===== config.mk =====
export PLATFORM = sky130hd
export DESIGN_NAME = inst_queue
export DESIGN_NICKNAME = d
export VERILOG_FILES = /design/src/rtl/inst_queue_pkg.sv /design/src/rtl/inst_queue_fifo_mem.sv /design/src/rtl/inst_queue.sv
export SDC_FILE = /design/constraint.sdc
export NUM_CORES = 1
export LEC_CHECK = 0
export BUFFER_PORTS_ARGS = -buffer_cell sky130_fd_sc_hd__clkbuf_2
export CAP_MARGIN = 25
export CELL_PAD_IN_SITES_DETAIL_PLACEMENT = 0
export CELL_PAD_IN_SITES_GLOBAL_PLACEMENT = 1
export CORE_ASPECT_RATIO = 1.4
export CORE_UTILIZATION = 35
export DETAILED_ROUTE_END_ITERATION = 10
export PLACE_DENSITY = 0.67
export SLEW_MARGIN = 20
export SYNTH_ARGS = -nofsm -noshare
export SYNTH_HDL_FRONTEND = slang
export SYNTH_SLANG_ARGS = --single-unit

===== constraint.sdc =====
create_clock -name clk -period 3.1 [get_ports clk]
set_input_delay 0.775 -clock clk [delete_from_list [all_inputs] [get_ports clk]]
set_output_delay 0.775 -clock clk [all_outputs]
set_load 0.1 [all_outputs]

===== src/rtl/inst_queue_pkg.sv =====
// Shared types and constants for the fetch-to-decode instruction queue.
// Bus widths and hold levels match the core's pipeline control encoding.
package inst_queue_pkg;

  localparam int INST_W           = 32;
  localparam int INST_ADDR_W      = 32;
  localparam int HOLD_FLAG_W      = 3;
  localparam int INST_QUEUE_DEPTH = 4;

  // Hold level at and above which id is frozen and must not consume the head.
  localparam logic [HOLD_FLAG_W-1:0] HOLD_IF = 3'b010;

  localparam logic [INST_W-1:0]      ZERO_WORD = '0;
  localparam logic [INST_ADDR_W-1:0] ZERO_REG  = '0;

  typedef struct packed {
    logic [INST_W-1:0]      inst;
    logic [INST_ADDR_W-1:0] addr;
  } iq_entry_t;

  function automatic logic id_stalled(input logic [HOLD_FLAG_W-1:0] hold);
    return hold >= HOLD_IF;
  endfunction

endpackage


===== src/rtl/inst_queue_fifo_mem.sv =====
// Storage array for the instruction queue: one write port, one asynchronous read port.
// Contents are never reset; validity is tracked entirely by the owner's count.
module inst_queue_fifo_mem
  import inst_queue_pkg::*;
#(
  parameter int DEPTH = 4
) (
  input  logic                     clk,
  input  logic                     we,
  input  logic [$clog2(DEPTH)-1:0] waddr,
  input  iq_entry_t                wdata,
  input  logic [$clog2(DEPTH)-1:0] raddr,
  output iq_entry_t                rdata
);

  iq_entry_t mem_q [DEPTH];

  always_ff @(posedge clk) begin
    if (we) begin
      mem_q[waddr] <= wdata;
    end
  end

  assign rdata = mem_q[raddr];

endmodule


===== src/rtl/inst_queue.sv =====
// Show-ahead instruction queue between pc fetch and id decode.
// Absorbs decode holds, flushes on redirect, and throttles fetch early enough for in-flight reads.
module inst_queue
  import inst_queue_pkg::*;
#(
  parameter int DEPTH = INST_QUEUE_DEPTH,
  parameter int SKID  = 1
) (
  input  logic                   clk,
  input  logic                   rst_n,
  input  logic                   jump_flag_i,
  input  logic                   jtag_reset_flag_i,
  input  logic [HOLD_FLAG_W-1:0] hold_flag_i,
  input  logic [INST_W-1:0]      inst_i,
  input  logic [INST_ADDR_W-1:0] inst_addr_i,
  input  logic                   inst_valid_i,
  output logic                   fetch_stall_o,
  output logic [INST_W-1:0]      inst_o,
  output logic [INST_ADDR_W-1:0] inst_addr_o,
  output logic                   inst_valid_o,
  output logic                   overflow_o
);

  localparam int AW = $clog2(DEPTH);
  localparam int CW = AW + 1;
  localparam logic [CW-1:0] FULL_CNT  = CW'(DEPTH);
  localparam logic [CW-1:0] STALL_CNT = CW'(DEPTH - SKID);

  logic [AW-1:0] wr_ptr_q, wr_ptr_d;
  logic [AW-1:0] rd_ptr_q, rd_ptr_d;
  logic [CW-1:0] count_q, count_d;
  logic          overflow_q, overflow_d;
  logic          flush, push, pop, we;
  iq_entry_t     head;

  inst_queue_fifo_mem #(
    .DEPTH (DEPTH)
  ) u_mem (
    .clk   (clk),
    .we    (we),
    .waddr (wr_ptr_q),
    .wdata ('{inst: inst_i, addr: inst_addr_i}),
    .raddr (rd_ptr_q),
    .rdata (head)
  );

  assign inst_valid_o  = (count_q != '0);
  assign inst_o        = inst_valid_o ? head.inst : ZERO_WORD;
  assign inst_addr_o   = inst_valid_o ? head.addr : ZERO_REG;
  assign fetch_stall_o = (count_q >= STALL_CNT);
  assign overflow_o    = overflow_q;

  always_comb begin
    flush      = jump_flag_i | jtag_reset_flag_i;
    pop        = inst_valid_o && !id_stalled(hold_flag_i);
    // A full queue still accepts when the head leaves in the same cycle.
    push       = inst_valid_i && ((count_q < FULL_CNT) || pop);
    we         = push && !flush;
    wr_ptr_d   = wr_ptr_q;
    rd_ptr_d   = rd_ptr_q;
    count_d    = count_q;
    overflow_d = 1'b0;
    if (flush) begin
      wr_ptr_d = '0;
      rd_ptr_d = '0;
      count_d  = '0;
    end else begin
      if (push) wr_ptr_d = wr_ptr_q + AW'(1);
      if (pop)  rd_ptr_d = rd_ptr_q + AW'(1);
      count_d    = count_q + CW'(push) - CW'(pop);
      overflow_d = inst_valid_i && !push;
    end
  end

  always_ff @(posedge clk or negedge rst_n) begin
    if (!rst_n) begin
      wr_ptr_q   <= '0;
      rd_ptr_q   <= '0;
      count_q    <= '0;
      overflow_q <= 1'b0;
    end else begin
      wr_ptr_q   <= wr_ptr_d;
      rd_ptr_q   <= rd_ptr_d;
      count_q    <= count_d;
      overflow_q <= overflow_d;
    end
  end

endmodule


==> metrics.yaml <==
routing:
  first_pass_iters: 4
  drc: 0
  wl_per_cell_um: 20.4
  routed_wl_um: 20600
  wl_met2_um: 11500
  via_per_inst: 4.84
  drt_iter0_drc: 219
  wl_met1_um: 7760
  top_layer: "met4"
  ant_nets: 0
  met3_length_um: 946
  vias: 4890
timing:
  finClkSkew_ps: 12.1
  fin_crit_ps: 3020
  slew_violations: 0
  period_share_pct: 97.5
  hold_viol_final: 0
  grt_setup_unrepaired: "true"
  clock.fmax_ghz: 0.331
  max_slew_margin_pct: 64.0
  setup_slack_ps: 78.9
  tightest_slew_ps: 542
  setup_viol_count_final: 0
yosys:
  synth_top_area_share_pct: 75.3
  netlist_area_mm2: 0.0102
  yosysMostFrequentCell: "edfxtp_1"
  synth_nets: 539
  syn_inst: 459
  synth.largest_area_cell: "edfxtp_1"
  synthTopCellsByCount: "256 x edfxtp_1, 70 x and2_1, 64 x mux4_2, 8 x dfrtp_1, 8 x nand2_1"
  synth_warnings: 0
  synthTopCellsByArea: "edfxtp_1 75%, mux4_2 14%, and2_1 4.3%"
  synth_edf_count: 256
  synth_seq_cells: 264
  synth_flop_cell: "edfxtp_1"
  syn_area_per_cell_um2: 22.2
  seq_area_frac_synth_pct: 77.3
  synth.distinct_cells: 23
  async_flop_share_pct: 3.03
floorplanning:
  rows: 73
  core_area_mm2: 0.0285
  die_x_um: 146
  start_util_pct: 35.8
  ios: 139
  die_area_mm2: 0.0299
  die_h_um: 204
worst_setup_path:
  crit_path_end_kind: "output port"
  crit_type: "reg2out"
  crit_path_start_kind: "flop"
  r2r-start: "count_q[1]$_DFF_PN0_"
  critPathMaxFanout: 24
  cp_cell_sequence: "buf_16 -> mux4_2 -> and2_1 -> clkbuf_4"
  reg2reg_to: "count_q[2]$_DFF_PN0_"
  rr_worst_depth: 9
  r2r_slack_ps: 660
  slowest_stage: "dfrtp_4"
  arrival_ps: 2250
  cp.required_ps: 2320
  slowest_delay_ps: 520
power:
  power_switching_uw: 1840
  clkPwrFrac_pct: 36.2
  pwr-share-comb_pct: 11.2
  power_frac_seq_pct: 52.6
  power_density_mw_per_mm2: 586
  internal-power_uw: 5690
  irDropWorstVdd_uv: 464
  swShare_pct: 24.5
  leakagePower_uw: 0.00433
cts:
  clock_tree.root_cell: "clkbuf_16"
  clk_pin_slew_worst_paths_ps: 60
  cts_hold_buf: 0
  cts_buffers: 25
  htree_levels: 1
  clock_sinks: 264
  insertion_delay_ps: 520
  clockBufferDepth: 3
  cts_tree: "done"
grt:
  track_usage_pct: 14.2
  grt-ovfl-total: 0
  grt_pass1_vias: 5549
  grt_pass1_wl_um: 32100
  grt_max_degree: 43
  antenna_found_initial: 0
place:
  gp_congestion: 0.666
  dp_cells: 965
  portBuffers: 137
  dp_slack_ps: 412
  dpl_cell_area_mm2: 0.0120
  dp_hpwl_um: 12600
final_layout:
  stdcell_count: 1010
  n_fill_cell: 2456
  design_area_mm2: 0.0128
  antenna_cells: 0
  nets: 699
  drive_gt1_share_pct: 41.3
  syn_to_final_growth_pct: 25.9
worst_hold_path:
  hold_class: "in2async"
run:
  maxCapViolations: 0
status:
  status: "finished, final reports clean"
-- critical path: cells and delay by family, from the launching register on --
| family | cells | cell delay, ps |
|---|---|---|
| flops | 1 | 520 |
| buf+inv | 2 | 520 |
| mux | 1 | 510 |
| simple gates | 1 | 170 |
-- cells by family (layout without fill, tap and decap cells) --
kind of cell / after synthesis / count (layout) / synth area share [%]
mux: 67 / 67 / 14.4
simple gates: 89 / 89 / 5.16
fa+ha+maj: 8 / 8 / 1.05
flops: 264 / 264 / 77.3
xor+xnor: 1 / 1 / 0.0858
buf+inv: 27 / 203 / 1.85
compound gates: 3 / 3 / 0.147
-- layout by cell type (no fill, tap or decap), types with 2 or more instances in the layout --
cell and count:
mux4_2 64, and2_1 66, clkinvlp_4 3, edfxtp_1 256, clkbuf_1 4, dfrtp_1 6
ha_1 7, dfrtp_4 2, nor2_1 3, buf_12 44, buf_6 2, clkinv_1 3
and2_4 4, clkbuf_2 73, nor3_1 2, clkbuf_16 25, o21ai_0 3, mux2i_1 3
clkinv_4 2, clkinv_2 6, nand3_1 2, inv_1 5, nand2_1 8, buf_4 32
buf_16 3
-- per-stage QoR --
stage	power, uW	setup TNS (ps)	hold WS [ps]	util, %
global placement	4860	0	533	42.0
global route	7780	-7.71	92.0	45.1
CTS	7630	-163	85.3	45.1
finish	7530	0	96.5	45.1
floorplan	4580	0	479	-
detailed placement	4870	0	548	42.0
-- per-layer routing --
metal	global-route usage, %	vias up
li1	-	2173
met1	16.1	2564
met2	26.9	118
met3	2.61	35
met4	4.39	0
met5	0	-
-- power groups by stage --
| stage | clock, uW | sequential, uW | combinational, uW |
|---|---|---|---|
| floorplan | 0 | 4040 | 536 |
| global placement | 0 | 4040 | 821 |
| detailed placement | 0 | 4040 | 832 |
| CTS | 2810 | 3960 | 848 |
| global route | 2940 | 3970 | 877 |
| finish | 2720 | 3960 | 842 |
-- repair_timing --
action | CTS | global route
gates cloned | 1 | 0
endpoints found under the hold margin | 0 | 0
pin swaps | 0 | 0
buffers inserted | 1 | 0
gates resized for setup | 31 | 31
setup endpoints to repair | 63 | 36
-- state kept, by name, indices dropped and copies added, names as in the netlist --
name	count
count_q	3
overflow_o	1
rd_ptr_q	2
u_mem.mem_q	256
wr_ptr_q	2
-- area by class of cell --
class | count | area, um^2 | share of cell area [%]
flip-flops and latches | 264 | 7900 | 61.5
inverters | 5 | 18.8 | 0.146
repair buffers | 155 | 1600 | 12.4
well taps | 375 | 469 | 3.65
clock buffers | 29 | 641 | 4.99
clock inverters | 14 | 81.3 | 0.633
multi-input cells | 168 | 2140 | 16.7
-- worst max-delay path by stage --
stage | startpoint | endpoint | slack, ps
after global routing | rd_ptr_q[0]$_DFFE_PN0P_ | inst_o[12] | -8
final | rd_ptr_q[0]$_DFFE_PN0P_ | inst_o[16] | 80
after CTS | rd_ptr_q[0]$_DFFE_PN0P_ | inst_addr_o[29] | -20
after detailed placement | rd_ptr_q[1]$_DFFE_PN0P_ | inst_addr_o[9] | 410
after floorplan | count_q[1]$_DFF_PN0_ | inst_addr_o[22] | 410
after global placement | rd_ptr_q[0]$_DFFE_PN0P_ | inst_addr_o[0] | 410
No activity file was read; power rests on OpenSTA's default activity.
